===== src/rtl/node_traffic_gen.sv =====
// Per-node mesh traffic source: Bernoulli injection from a 16-bit Galois LFSR,
// random in-mesh destinations, and a warm-up / measure / drain phase sequence.
package node_traffic_gen_pkg;
    typedef struct packed {
        logic [3:0] x_source;
        logic [3:0] y_source;
        logic [3:0] x_dest;
        logic [3:0] y_dest;
    } packet_t;

    typedef enum logic [2:0] {
        PH_IDLE    = 3'd0,
        PH_WARMUP  = 3'd1,
        PH_MEASURE = 3'd2,
        PH_DRAIN   = 3'd3,
        PH_DONE    = 3'd4
    } phase_e;
endpackage

module node_traffic_gen
    import node_traffic_gen_pkg::*;
#(
    parameter int          X_NODES         = 4,
    parameter int          Y_NODES         = 4,
    parameter int          X_LOC           = 0,
    parameter int          Y_LOC           = 0,
    parameter int          PACKET_RATE     = 100,
    parameter int          WARMUP_PACKETS  = 1000,
    parameter int          MEASURE_PACKETS = 5000,
    parameter int          DRAIN_PACKETS   = 3000,
    parameter logic [15:0] SEED            = 16'hACE1
) (
    input  logic        clk,
    input  logic        reset_n,
    input  logic        i_start,
    input  logic        i_en,
    output packet_t     o_data,
    output logic        o_data_val,
    output logic        o_measure,
    output logic [2:0]  o_phase,
    output logic        o_done,
    output logic [31:0] o_gen_count,
    output logic [31:0] o_sent_count
);

    localparam logic [10:0] THRESH = 11'((PACKET_RATE * 1024) / 100);

    logic [15:0] lfsr;
    phase_e      phase, phase_next, phase_after;
    logic [31:0] phase_cnt, phase_cnt_next, phase_target;
    logic        hit, active, xfer, load;
    logic [3:0]  x_dest, y_dest;
    packet_t     data_q;
    logic        val_q, measure_q;
    logic [31:0] gen_cnt, sent_cnt;

    // Skip any phase whose packet count is zero, starting the search at 'from'.
    function automatic phase_e first_active(input phase_e from);
        phase_e p;
        p = PH_DONE;
        if (DRAIN_PACKETS != 0 && from <= PH_DRAIN) p = PH_DRAIN;
        if (MEASURE_PACKETS != 0 && from <= PH_MEASURE) p = PH_MEASURE;
        if (WARMUP_PACKETS != 0 && from <= PH_WARMUP) p = PH_WARMUP;
        return p;
    endfunction

    assign hit    = {1'b0, lfsr[9:0]} < THRESH;
    assign x_dest = 4'(32'(lfsr[15:12]) % X_NODES);
    assign y_dest = 4'(32'(lfsr[13:10]) % Y_NODES);
    assign active = (phase == PH_WARMUP) || (phase == PH_MEASURE) || (phase == PH_DRAIN);

    // Handshake: a packet moves downstream on any cycle where o_data_val && i_en;
    // o_data/o_measure hold steady while o_data_val is high and i_en is low.
    assign xfer = val_q && i_en;
    assign load = active && hit && (!val_q || xfer);

    always_comb begin
        phase_next     = phase;
        phase_cnt_next = phase_cnt;
        phase_target   = '0;
        phase_after    = PH_DONE;
        case (phase)
            PH_IDLE: if (i_start) phase_next = first_active(PH_WARMUP);
            PH_WARMUP: begin
                phase_target = 32'(WARMUP_PACKETS);
                phase_after  = first_active(PH_MEASURE);
            end
            PH_MEASURE: begin
                phase_target = 32'(MEASURE_PACKETS);
                phase_after  = first_active(PH_DRAIN);
            end
            PH_DRAIN: begin
                phase_target = 32'(DRAIN_PACKETS);
                phase_after  = PH_DONE;
            end
            default: ;
        endcase
        if (load) begin
            if (phase_cnt + 32'd1 == phase_target) begin
                phase_next     = phase_after;
                phase_cnt_next = '0;
            end else begin
                phase_cnt_next = phase_cnt + 32'd1;
            end
        end
    end

    // The LFSR free-runs so the draw sequence depends only on cycles since reset.
    always_ff @(posedge clk) begin
        if (!reset_n) lfsr <= SEED;
        else          lfsr <= {1'b0, lfsr[15:1]} ^ (lfsr[0] ? 16'hB400 : 16'h0000);
    end

    always_ff @(posedge clk) begin
        if (!reset_n) begin
            phase     <= PH_IDLE;
            phase_cnt <= '0;
            data_q    <= '{x_source: 4'(X_LOC), y_source: 4'(Y_LOC), x_dest: 4'd0, y_dest: 4'd0};
            val_q     <= 1'b0;
            measure_q <= 1'b0;
            gen_cnt   <= '0;
            sent_cnt  <= '0;
        end else begin
            phase     <= phase_next;
            phase_cnt <= phase_cnt_next;
            if (load) begin
                data_q    <= '{x_source: 4'(X_LOC), y_source: 4'(Y_LOC), x_dest: x_dest, y_dest: y_dest};
                val_q     <= 1'b1;
                measure_q <= (phase == PH_MEASURE);
                gen_cnt   <= gen_cnt + 32'd1;
            end else if (xfer) begin
                val_q <= 1'b0;
            end
            if (xfer) sent_cnt <= sent_cnt + 32'd1;
        end
    end

    assign o_data       = data_q;
    assign o_data_val   = val_q;
    assign o_measure    = measure_q;
    assign o_phase      = phase;
    assign o_done       = (phase == PH_DONE) && !val_q;
    assign o_gen_count  = gen_cnt;
    assign o_sent_count = sent_cnt;

endmodule


===== config.mk =====
export PLATFORM = sky130hd
export DESIGN_NAME = node_traffic_gen
export DESIGN_NICKNAME = d
export VERILOG_FILES = /design/src/rtl/node_traffic_gen.sv
export SDC_FILE = /design/constraint.sdc
export NUM_CORES = 1
export LEC_CHECK = 0
export ABC_AREA = 1
export CELL_PAD_IN_SITES_DETAIL_PLACEMENT = 1
export CELL_PAD_IN_SITES_GLOBAL_PLACEMENT = 1
export CORE_MARGIN = 8
export CORE_UTILIZATION = 42
export CTS_BUF_LIST = sky130_fd_sc_hd__clkbuf_8 sky130_fd_sc_hd__clkbuf_16
export DETAILED_ROUTE_END_ITERATION = 16
export GPL_TIMING_DRIVEN = 0
export HOLD_SLACK_MARGIN = 0.06
export PLACE_DENSITY = 0.89
export SLEW_MARGIN = 5
export SYNTH_ARGS = -nofsm -noshare
export SYNTH_HDL_FRONTEND = slang
export SYNTH_SLANG_ARGS = --single-unit

===== constraint.sdc =====
create_clock -name clk -period 3.1 [get_ports clk]
set_input_delay 0.465 -clock clk [delete_from_list [all_inputs] [get_ports clk]]
set_output_delay 0.465 -clock clk [all_outputs]
set_load 0.01 [all_outputs]

## Word level (Yosys, flattened, before mapping)

Cells that the tools add are included.

- Output and inout port bits: 86
- Word-level logic and storage cells: 37
- Bits of input ports: 4
- Flip-flop bits (word level): 121

- Equal/unequal tests: 5
- Bitwise gates (word level): 1
- Reductions and logical operators: 9
- Muxes and demuxes: 10
- Add/sub/neg operators: 3

Operators with widths:

| kind | count |
|---|---|
| 32-bit by 1-bit adder with 32-bit output, second input constant | 3 |
| 13-bit one-hot mux with 3 select lines | 1 |
| 32-bit == test | 1 |
| 32-bit two-way mux | 1 |
| 16-bit two-way mux | 1 |
| 15-bit by 16-bit bitwise XOR with 16-bit output | 1 |
| 3-bit two-way mux | 4 |
| 3-bit by 2-bit == test with 1-bit output, second input constant | 2 |
| 3-bit one-hot mux with 2 select lines | 1 |
| 3-bit by 1-bit == test with 1-bit output, second input constant | 1 |
| 3-bit == test, second input constant | 1 |
| 1-bit logical AND | 3 |
| 3-bit zero test | 1 |
| 1-bit logical OR | 3 |
| 1-bit two-way mux | 2 |
| 2-bit nonzero test | 1 |
| 1-bit zero test | 1 |

## Logic depth before layout (Yosys ltp)

- Depth in word-level cells: 5
- Depth in mapped cells: 17
- Depth with buffers taken out: 17

## Worst setup path before layout

No wires, ideal clock.

- Kind: register -> register
- Start point: reg phase_cnt[1]
- End point: reg phase[0] (netlist: o_phase[0])
- Required time: 2.991 ns
- Stages on the path, launching flop included: 15
- Arrival time: 1.878 ns
- Slack: 1.114 ns
- Path buffers: 0
- Clock period less this slack: 1.986 ns
- Library setup time: 0.109 ns
- Cell sequence: dfxtp_1 ha_1 nand3_1 nor2_1 nand3_2 nor2_1 nand3_1 nand2_1 nand3_1 nor2_4 nand3_2 nand2_2 nand2_1 nand2_1 inv_1

- Longest elaborated chain between the ends: 4

Ends and longest elaborated chain:

| what | line | text |
|---|---|---|
| from (decl) | 50 | `logic [31:0] phase_cnt, phase_cnt_next, phase_target;` |
| from (signal assigned) | 125 | `phase_cnt <= phase_cnt_next;` |
| 32-bit by 1-bit adder with 32-bit output | 99 | `if (phase_cnt + 32'd1 == phase_target) begin` |
| 32-bit == test | 99 |  |
| 3-bit two-way mux | 99 |  |
| 3-bit two-way mux | 98 | `if (load) begin` |
| to (signal assigned) | 124 | `phase <= phase_next;` |
| to (decl) | 49 | `phase_e phase, phase_next, phase_after;` |

Every way passes these cells.
A chain may end at the register's enable or synchronous reset.

## Final worst setup path

Same ends and word-level chain as after synthesis.

==> summary.txt <==
Critical path
  – Reg2Reg Setup Slack: 0.40 ns
  – Critical setup path kind: reg2reg
  – Worst EP required: 3.42 ns
  – CP startpoint kind: flop
  – CP max FO: 6
  – CP Data Arrival Time: 3.02 ns
  – Critical Path Sink Type: flop
  – Worst r2r path cells: 14

Cells and area
  – Diode count: 0
  – Non-filler cells, final: 1,281
  – Final nets: 1,087
  – Final Util: 0.5364
  – Layout area overhead: 26.32%
  – Most frequent cells in the layout: 275 x nand2_1, 122 x nor2_1, 122 x inv_1
  – Fillers: 1,976
  – Fraction of layout cells with a size suffix above 1: 0.08051
  – Most common cell after layout, fill and taps aside: nand2_1

Clock network
  – CTS tree: yes
  – H-tree level count: 4
  – Cts bufs inserted: 17
  – Setup Buffers After CTS: 0
  – Clk buf depth: 2
  – CTS resizes: 0
  – Clk sinks: 121
  – Clk slew on worst S/H paths: 0.06 ns
  – Clk_lat worst skew: 0.43 ns
  – Cts hold-fix bufs: 0
  – CTS root buf: clkbuf_16

Global routing
  – Number of global-route vias before repair: 7,436
  – First-pass GRT wire length: 37,930 um
  – Initial antenna violation count: 0
  – Tot GR Track Use: 0.2442
  – Total grt overflow: 0
  – Largest net degree at the start of global routing: 17

STA
  – F_max: 370.8 MHz
  – Post-route setup slack: 0.4031 ns
  – Pins over their slew limit: 0
  – Worst hold margin: 0.4237 ns
  – Slew headroom: 0.5386
  – Fin Setup TNS: 0 ns
  – RSZ-0062 raised after global routing: no
  – Crit path time final: 2.697 ns
  – Actual slew at the worst max-slew pin: 0.6921 ns
  – Final Hold Viols: 0
  – # setup viols final: 0
  – Final Cycle Share: 0.8700
  – Setup Skew: 0.009952 ns

Routing
  – Met2 Wirelength: 11,800 um
  – Total number of vias: 6,901
  – Met3 routed WL: 939 um
  – Detail Route Antenna Nets: 0
  – Routed wire length per instance: 18.32 um
  – Drt drc: 0
  – Post-Route WL: 23,470 um
  – Vias/cell: 5.387
  – Max Used Layer: met4
  – Drt pass-1 iters: 5
  – DRT met1 WL: 9988 um
  – DRT iter0 DRCs: 356

Floorplanning
  – Die X-Extent: 139.1 um
  – Die ar.: 19,340 um^2
  – Top Ports: 90
  – Die Y-Extent: 139.1 um
  – Core area: 14,980 um^2
  – Num rows: 45
  – Starting Density: 0.4246

Worst hold path
  – Min-delay worst type: reg2reg
  – Worst hold stages: 1

Placed design
  – Worst slack, placed: 0.1918 ns
  – Final RePlAce weighted congestion: 0.8629
  – HPWL reported at the end of detailed placement: 15,660 um
  – Cells after DPL: 1,249
  – Port Buffer Count: 77

Yosys
  – Post-Syn Area: 6360 um^2
  – Seq/Total Area, Yosys: 0.3809
  – Ys Warns: 0
  – FF+latch count, synth: 121
  – Mapped Cells: 973
  – Yosys cell types: 41
  – Mean Syn Cell Area: 6.536 um^2

Outcome
  – Status: completed

Power and ir drop
  – VDD IR max: 0.4263 mV
  – Pleak: 3.004 nW
  – P per Cell Area: 495.6 nW/um^2

Run
  – Max-Cap Viols: 0
==> per-layer routing <==
layer	vias to the layer above	GRT usage
met5	-	0
met4	0	0.1190
met3	52	0.05370
met2	180	0.4359
met1	3375	0.2698
li1	3294	-
==> where the power goes <==
group | switching (W) | leakage (nW) | internal (W)
combinational | 0.000144 | 1.73 | 0.0000700
clock | 0.000826 | 0.296 | 0.00134
sequential | 0.0000222 | 0.981 | 0.00158
==> cell type report <==
cell class	count	area, um^2	area share
plain buffers	32	166.4	0.02071
repair buffers	77	770.7	0.09594
multi-input cells	704	3336	0.4152
well taps	188	235.2	0.02928
inverters	127	476.7	0.05934
flip-flops and latches	121	2422	0.3015
clock buffers	20	466.7	0.05809
clock inverters	12	160.2	0.01993
==> cells in the mapped netlist <==
cell      instances  area [um^2]
buf_2             1        5.000
nor4_1            5        31.28
nor2_4            6        67.56
buf_1             3        11.26
buf_4            12        90.09
inv_1           122        457.9
a21oi_1          73        365.4
o21ai_0          41        205.2
nor3b_1           2        15.01
nand3_1          55        275.3
or2_2             5        31.28
nor2_2            8        50.05
nor3_2            2        20.02
conb_1            1        3.750
nand4_2           1        12.51
o21ai_2           1        8.760
nand2_1         275         1032
and2_1            1        6.260
nor2_1          122        457.9
dfxtp_1         121         2422
nand2_4           1        11.26
o21ai_1           1        5.000
nor2_8            1        20.02
ha_1              3        37.54
nand3b_1          8        60.06
nor3_4            2        32.53
clkbuf_1         16        60.06
a211oi_1          3        22.52
xnor2_1           5        43.79
xor2_1            8        70.07
o21ba_2           2        20.02
nand4_1          19        118.9
or2_0             2        12.51
o21bai_1          1        7.510
o221a_2           1        11.26
inv_2             5        18.77
nand3_2           4        40.04
o21a_1            7        52.55
nor3_1           18        90.09
nand2_2           4        25.02
a31oi_1           5        31.28
==> worst max-delay path, cell delays in order, from the launching register on <==
cell and delay [ns]:
dfxtp_1 0.40, ha_1 0.31, nand3_1 0.19, nor2_1 0.23, nand3_2 0.19, nor2_1 0.26
nand3_1 0.16, nand2_1 0.10, nand3_1 0.12, nor2_4 0.19, nand3_2 0.14, nand2_2 0.10
nand2_1 0.08, nand2_1 0.07, inv_1 0.04
==> flip-flops by register name, summed over array words and instances, names as in the netlist <==
| name | cells |
|---|---|
| phase_cnt | 32 |
| lfsr | 16 |
| o_sent_count | 32 |
| o_data | 4 |
| o_phase | 3 |
| o_gen_count | 32 |
| o_measure | 1 |
| o_data_val | 1 |
==> through the flow <==
step | power (W) | area, um^2
3_3_place_gp | 0.001833 | 7407
4_1_cts | 0.003994 | 8034
5_1_grt | 0.004074 | 8034
3_5_place_dp | 0.001840 | 7407
6_report | 0.003982 | 8034
2_1_floorplan | 0.001756 | 6401
==> cell families (layout without fill, tap and decap cells) <==
family / Yosys count / in the layout / synth area share
AO/OA/AOI/OAI: 135 / 135 / 0.1147
buffers and inverters: 159 / 268 / 0.1011
AND/OR/NAND/NOR: 541 / 541 / 0.3789
XOR/XNOR: 13 / 13 / 0.01790
other: 1 / 12 / 0.0005896
flip-flops: 121 / 121 / 0.3809
adder cells (fa/ha/maj): 3 / 3 / 0.005903
==> final timing paths <==
path	startpoint	to
max	phase_cnt[1]	o_phase[0]
min	lfsr[8]	lfsr[7]
max reg2reg	phase_cnt[1]	o_phase[0]
min reg2reg	lfsr[8]	lfsr[7]
No activity file was read; power rests on OpenSTA's default activity.
